==> src/rtl/seq_detector.sv <==
`default_nettype none
// ============================================================================
// Module      : seq_detector
// Description : Serial pattern detector with overlapping detection, a
//               saturating match counter and a sticky overflow flag.
//               Bits are accepted on rising clk edges where enable=1; each
//               accepted bit shifts into a PAT_LEN-bit history at bit 0.
//               A match is declared when the history is fully populated and
//               equals pattern (pattern[PAT_LEN-1] oldest, pattern[0] newest).
// Ports       :
//   clk       in   1        clock, rising edge
//   reset     in   1        asynchronous active-low reset
//   din       in   1        serial data bit
//   enable    in   1        din qualifier
//   pattern   in   PAT_LEN  target sequence
//   clear     in   1        synchronous clear of count/overflow
//   match     out  1        registered one-cycle match pulse
//   count     out  CNT_W    saturating number of matches
//   overflow  out  1        sticky saturation flag
// Revision    : 1.0 - initial release
// ============================================================================
module seq_detector #(
    parameter int PAT_LEN = 4,
    parameter int CNT_W   = 8
) (
    input  logic               clk,
    input  logic               reset,
    input  logic               din,
    input  logic               enable,
    input  logic [PAT_LEN-1:0] pattern,
    input  logic               clear,
    output logic               match,
    output logic [CNT_W-1:0]   count,
    output logic               overflow
);

    localparam int             c_FILL_W = $clog2(PAT_LEN + 1);
    localparam logic [c_FILL_W-1:0] c_FILL_ONE  = c_FILL_W'(1);
    localparam logic [c_FILL_W-1:0] c_FILL_LAST = c_FILL_W'(PAT_LEN - 1);
    localparam logic [CNT_W-1:0]    c_CNT_MAX   = {CNT_W{1'b1}};
    localparam logic [CNT_W-1:0]    c_CNT_ONE   = CNT_W'(1);

    typedef enum logic [1:0] {
        EMPTY   = 2'd0,
        FILLING = 2'd1,
        FULL    = 2'd2
    } fill_state_t;

    fill_state_t         state_q, state_d;
    logic [c_FILL_W-1:0] fill_q,  fill_d;
    logic [PAT_LEN-1:0]  hist_q,  hist_d;
    logic                match_q, match_d;
    logic [CNT_W-1:0]    count_q, count_d;
    logic                ovf_q,   ovf_d;
    logic                hit;

    // ------------------------------------------------------------------
    // State registers
    // ------------------------------------------------------------------
    always_ff @(posedge clk or negedge reset) begin
        if (!reset) begin
            state_q <= EMPTY;
            fill_q  <= '0;
            hist_q  <= '0;
            match_q <= 1'b0;
            count_q <= '0;
            ovf_q   <= 1'b0;
        end else begin
            state_q <= state_d;
            fill_q  <= fill_d;
            hist_q  <= hist_d;
            match_q <= match_d;
            count_q <= count_d;
            ovf_q   <= ovf_d;
        end
    end

    // ------------------------------------------------------------------
    // Next-state logic
    // ------------------------------------------------------------------
    always_comb begin
        state_d = state_q;
        fill_d  = fill_q;
        hist_d  = hist_q;
        hit     = 1'b0;
        count_d = count_q;
        ovf_d   = ovf_q;

        // din is only looked at when enable=1, so an X on an idle cycle
        // never reaches the history register.
        if (enable) begin
            hist_d = {hist_q[PAT_LEN-2:0], din};
            if (state_q != FULL) begin
                fill_d = fill_q + c_FILL_ONE;
            end
        end

        case (state_q)
            EMPTY: begin
                if (enable) begin
                    state_d = FILLING;
                end
            end
            FILLING: begin
                if (enable && (fill_q == c_FILL_LAST)) begin
                    state_d = FULL;
                end
            end
            FULL: begin
                state_d = FULL;
            end
            default: begin
                state_d = EMPTY;
            end
        endcase

        // Compare against the updated history so the pulse follows the very
        // edge that accepted the completing bit. History is never flushed,
        // which makes detection overlapping.
        hit = enable && (state_d == FULL) && (hist_d == pattern);

        // A match in the same cycle as clear wins over the clear: the
        // counter restarts at 1 rather than 0.
        if (hit) begin
            if (clear) begin
                count_d = c_CNT_ONE;
                ovf_d   = 1'b0;
            end else if (count_q == c_CNT_MAX) begin
                ovf_d   = 1'b1;
            end else begin
                count_d = count_q + c_CNT_ONE;
            end
        end else if (clear) begin
            count_d = '0;
            ovf_d   = 1'b0;
        end
    end

    assign match_d  = hit;
    assign match    = match_q;
    assign count    = count_q;
    assign overflow = ovf_q;

endmodule
`default_nettype wire

==> config.mk <==
export PLATFORM = sky130hd
export DESIGN_NAME = seq_detector
export DESIGN_NICKNAME = d
export VERILOG_FILES = /design/src/rtl/seq_detector.sv
export SDC_FILE = /design/constraint.sdc
export NUM_CORES = 1
export LEC_CHECK = 0
export CORE_MARGIN = 4
export CORE_UTILIZATION = 53
export CTS_CLUSTER_SIZE = 8
export DETAILED_ROUTE_END_ITERATION = 16
export PLACE_DENSITY = 0.82
export SYNTH_ARGS = -nofsm -noshare
export SYNTH_HDL_FRONTEND = slang
export SYNTH_SLANG_ARGS = --single-unit
==> constraint.sdc <==
create_clock -name clk -period 3.1 [get_ports clk]
set_input_delay 0.93 -clock clk [delete_from_list [all_inputs] [get_ports clk]]
set_output_delay 0.93 -clock clk [all_outputs]
set_load 0.02 [all_outputs]
**After elaboration in Yosys (flattened, before gate mapping)**

Index checks and enable logic that the tools add are counted.
Widths: inputs -> output; s select.

- Mux-type cells: 12
- Reduce and logical (&&, ||, !) cells: 9
- Add/subtract/negate cells: 2
- Equal/unequal tests: 8

Operators with widths:

| kind | number |
|---|---|
| $mux 8 | 4 |
| $add 8x1->8 const B | 1 |
| $eq 8x8->1 const B | 1 |
| $pmux 2 s3 | 1 |
| $reduce_and 2->1 | 3 |
| $eq 2x2->1 const B | 2 |
| $eq 4x4->1 | 1 |
| $mux 1 | 4 |
| $mux 2 | 2 |
| $mux 4 | 1 |
| $ne 2x2->1 const B | 2 |
| $reduce_bool 2->1 | 2 |
| $add 3x1->3 const B | 1 |
| $eq 3x2->1 const B | 1 |
| $logic_and 1x1->1 | 3 |
| $eq 2x1->1 const B | 1 |
| $logic_not 2->1 | 1 |

- Word-level logic and storage cells: 37
- Input bits: 9
- Register bits: 19
- Output and inout bits: 10

**Logic depth before layout (Yosys ltp)**

- Word-level depth: 9
- Mapped depth: 7
- Depth with buffers taken out: 7

**Worst setup path after synthesis**

No wires, ideal clock.

- Kind: input to register
- Start point: in enable
- End point: reg count_q[7] (netlist: count[7])
- Setup time: 127 ps
- Path slack: 788 ps
- Path buffers: 1
- Arrival: 2185 ps
- Required time: 2973 ps
- Stages on the path: 6
- Cells stage by stage: buf_2 inv_1 a211o_1 nor4_4 and2b_1 mux2_1

- Cells in the longest elaborated chain, start to end: 8
- Elaborated cells between the ends (all ways): 12
- Classes of those cells: 2 x eq/ne; 5 x mux; 5 x reduce/logical

Ends and longest elaborated chain:

| element | RTL line | source |
|---|---|---|
| from (decl) | 29 | `input logic enable,` |
| $logic_and 1x1->1 | 105 | `if (enable && (fill_q == c_FILL_LAST)) begin` |
| $mux 2 | 105 |  |
| $pmux 2 s3 | 98 | `case (state_q)` |
| $eq 2x2->1 | 120 | `hit = enable && (state_d == FULL) && (hist_d == pattern);` |
| $logic_and 1x1->1 | 120 |  |
| $logic_and 1x1->1 * | 120 |  |
| $reduce_bool 2->1 (no line) | -- |  |
| $reduce_and 2->1 (no line) | -- |  |
| to (signal assigned) | 73 | `count_q <= count_d;` |
| to (decl) | 53 | `logic [CNT_W-1:0] count_q, count_d;` |

Every way passes the cells marked *; elsewhere a longest branch is shown, timed or not.
A chain may end at the register's enable or synchronous reset.

**Worst setup path in the final report**

- Start point: in pattern[1]
- End point: reg count_q[7] (netlist: count[7])

- Cells in the longest elaborated chain, start to end: 4
- Elaborated cells between the ends (all ways): 5
- Classes of those cells: 1 x eq/ne; 1 x mux; 3 x reduce/logical

Ends and longest elaborated chain:

| element | RTL line | source |
|---|---|---|
| from (decl) | 30 | `input logic [PAT_LEN-1:0] pattern,` |
| $eq 4x4->1 * | 120 |  |
| $logic_and 1x1->1 * | 120 |  |
| $reduce_bool 2->1 (no line) | -- |  |
| $reduce_and 2->1 (no line) | -- |  |

Marks and branches as above.

==> impl_results.md <==
* Status: completed
* Delay of the slowest critical-path stage at 0.41 ns
* Top Layer Used: met4
* Final ANT Viol Nets at 0
* Crit Reg-Reg Startpoint: fill_q[0]$_DFFE_PN0P_
* Via/cell ratio at 5.64
* Routed wl met2 at between 900 and 1000 um
* Post-Route M1 WL at 762 um
* Warnings from Yosys at 0
* Arrival @ worst endpoint at 2.70 ns
* Synth cell types at 29
* Core area at 0.00158 mm^2
* Number of enable flip-flop cells after synthesis at 0
* Initial antenna violation count at 0
* Worst hold margin at 0.500 ns
* Pwr/cell area at 382 mW/mm^2
* Max_cap viols at 0
* Met3 wire len at 58 um
* Routability Congestion at roughly 0.82
* Comb power frac at 0.123
* Fin crit share at 0.811
* # diodes at 0
* DRC at 0
* Layout area overhead at 26.2%
* Drt total wl at approximately 1800 um
* Worst slew pin tran at 0.784 ns
* WHS Path Cells at 2
* Worst Path Required at between 3 and 4 ns
* Sink of the worst hold path: fill_q[2]$_DFFE_PN0P_
* Vias in the first global route at about 730
* Critical Path Sink Type: flip-flop
* Clock Path Buffers at 2
* Boundary pin count at 19
* Cell with the most instances after synthesis: dfrtp_1
* Largest net degree at the start of global routing at 19
* Switching Share at 0.232
* P_int at 343 uW
* Crit path max-delay cell type: clkdlybuf4s50_1
* # clock sinks at 18
* Top cells by area, synth: dfrtp_1 (49%), xnor2_1 (6.6%), mux2_2 (4.9%)
* Via count at between 600 and 700
* CTS tree: yes
* Cts bufs inserted at 3
* Setup bufs post-CTS at 0
* Share of layout cells above drive strength 1 at 0.133
* Clock Pin Slew Worst Setup and Hold Paths at 0.10 ns
* Global route overflow at 0
* RSZ-0062 raised after global routing: no
* Mapped Cells at 83
* Sequential Power Share at 0.557
* Slew HR at 0.475
* Root buf cell: clkbuf_4
* Setup violations, final at 0
* Max Slew Vio Count at 0
* First-pass GRT wire length at 3110 um
* Hold Buf Count CTS at 0
* Port bufs at 18
* Setup TNS Final at 0 ns
* Die area at 0.00248 mm^2
* Hold WC Path Type: reg -> reg
* Fin nets at around 120
* Minimum clock period after layout at 2.51 ns
* Top cell type by total area after synthesis: dfrtp_1
* Post-synthesis sequential area ratio at 0.486
* P_leak at between 0.0005 and 0.0006 uW
* Hold_sp: fill_q[2]$_DFFE_PN0P_
* Initial DRC count at 11
* Worst vdd ir at between 0.3 and 0.4 mV
* DR WL/cell at ~15 um
* Top_reg_cell synth: dfrtp_1
* Top cells by count, synth: dfrtp_1 (18), nor2_1 (7), xnor2_1 (7)
* Syn Std Cell Area at 927 um^2
* Crit start category: input port
* Die Height at roughly 50 um
* Row count at 14
* Initial core utilization at 0.588
* Die X at 49.8 um
* Post-CTS sizing at 0
* Cell depth of the worst flop-to-flop path at 7
* Crit path kind: in -> reg
* Synth Register Bits at 18
* Clk pwr share at 0.320
* Worst R2R Setup Slack at 0.96 ns
* Mean Syn Cell Area at 11.2 um^2
* Total track usage at 0.163
* Clk_lat worst skew at 0.29 ns
* Skew final at approximately 0.0033 ns
* CP cell instances: clkdlybuf4s50_1 > xor2_1 > a211o_1 > nor4_4 > and2b_1 > mux2_1
* Register area at approximately 450 um^2
* Worst R2R End: count[7]$_DFFE_PN0P_
* Drt pass-1 iters at 4
* Max H-tree Level at 1
* Hold Violations, Final at 0
* Mapped Nets at 95
* Filler Cell Count at approximately 120
* Synth top area share at 0.486
* Synth async-reset ratio at 1.00
* F_max at 398 MHz
* CP max FO at 4
* Footprint of the multi-input gates at 453 um^2
* Psw at slightly above 100 uW
* HPWL after DPL at 1320 um
-- power groups by stage --
stage / Combinational (uW) / Sequential [uW] / Clock [uW]
3_5_place_dp: 55.2 / 253 / 0
6_report: 54.8 / 249 / 143
4_1_cts: 55.4 / 249 / 146
3_3_place_gp: 53.5 / 253 / 0
2_1_floorplan: 27.2 / 255 / 0
5_1_grt: 60.9 / 250 / 159
-- placed cells by master (no fill, tap or decap), types with 2 or more instances in the layout --
master           count
inv_1                4
nand2b_1             2
xnor2_1              7
ha_1                 3
clkdlybuf4s50_1     18
dfrtp_1             18
nor2b_1              4
o21ai_0              4
nand4_1              2
nor2_1               7
mux2_2               4
nand3_1              4
buf_4                2
nand2_1              5
nor3_1               2
mux2_1               2
clkbuf_4             3
-- layout make-up --
cell class,count,share of cell area
inverters,4,0.0128
flip-flops and latches,18,0.385
clock buffers,4,0.0310
multi-input cells,59,0.387
repair buffers,20,0.167
well taps,16,0.0171
-- layer usage --
metal,vias up,GRT usage
li1,332,-
met1,332,0.176
met2,16,0.297
met3,2,0.0512
met4,0,0.0553
met5,-,0
-- stage by stage --
stage                      util  power [uW]  setup WS, ns  instance area [um^2]  cells
final                     0.742         447         0.587                  1170    121
after global routing      0.742         470         0.503                  1170    121
after CTS                 0.742         451         0.581                  1170    121
after detailed placement  0.719         309         0.273                  1130    117
after global placement    0.719         307         0.330                  1130    117
after floorplan               -         282         0.788                   927     83
-- kinds of logic (layout without fill, tap and decap cells) --
logic type                 count (synthesis)  count (layout)  share of synthesized area
AOI/OAI and AO/OA                          7               7                     0.0472
xor gates and xnor gates                   8               8                     0.0756
adders and majority gates                  3               3                     0.0405
buffers and inverters                      6              28                     0.0256
DFF                                       18              18                      0.486
muxes                                      8               8                     0.0999
and+or+nand+nor                           33              33                      0.225
-- registers in the layout, summed over array words and instances, names as in the netlist --
name	cells
overflow	1
hist_q	3
state_q	2
fill_q	3
count	8
match	1
-- how the worst max path moves through the flow --
stage | startpoint | to | slack (ns) | cells after the start
after global placement | pattern[1] | count[7]$_DFFE_PN0P_ | 0.33 | 6
after global routing | pattern[1] | count[7]$_DFFE_PN0P_ | 0.50 | 6
final | pattern[1] | count[7]$_DFFE_PN0P_ | 0.59 | 6
after detailed placement | pattern[1] | count[7]$_DFFE_PN0P_ | 0.27 | 6
after floorplan | enable | count[7]$_DFFE_PN0P_ | 0.79 | 6
after CTS | pattern[1] | count[4]$_DFFE_PN0P_ | 0.58 | 6
-- critical path, delay by kind of cell --
| kind | cells | cell delay, ns |
|---|---|---|
| compound gates | 1 | 0.35 |
| xor+xnor | 1 | 0.15 |
| buf+inv | 1 | 0.41 |
| mux | 1 | 0.32 |
| simple gates | 2 | 0.55 |
Power figures use the tool's default switching activity.
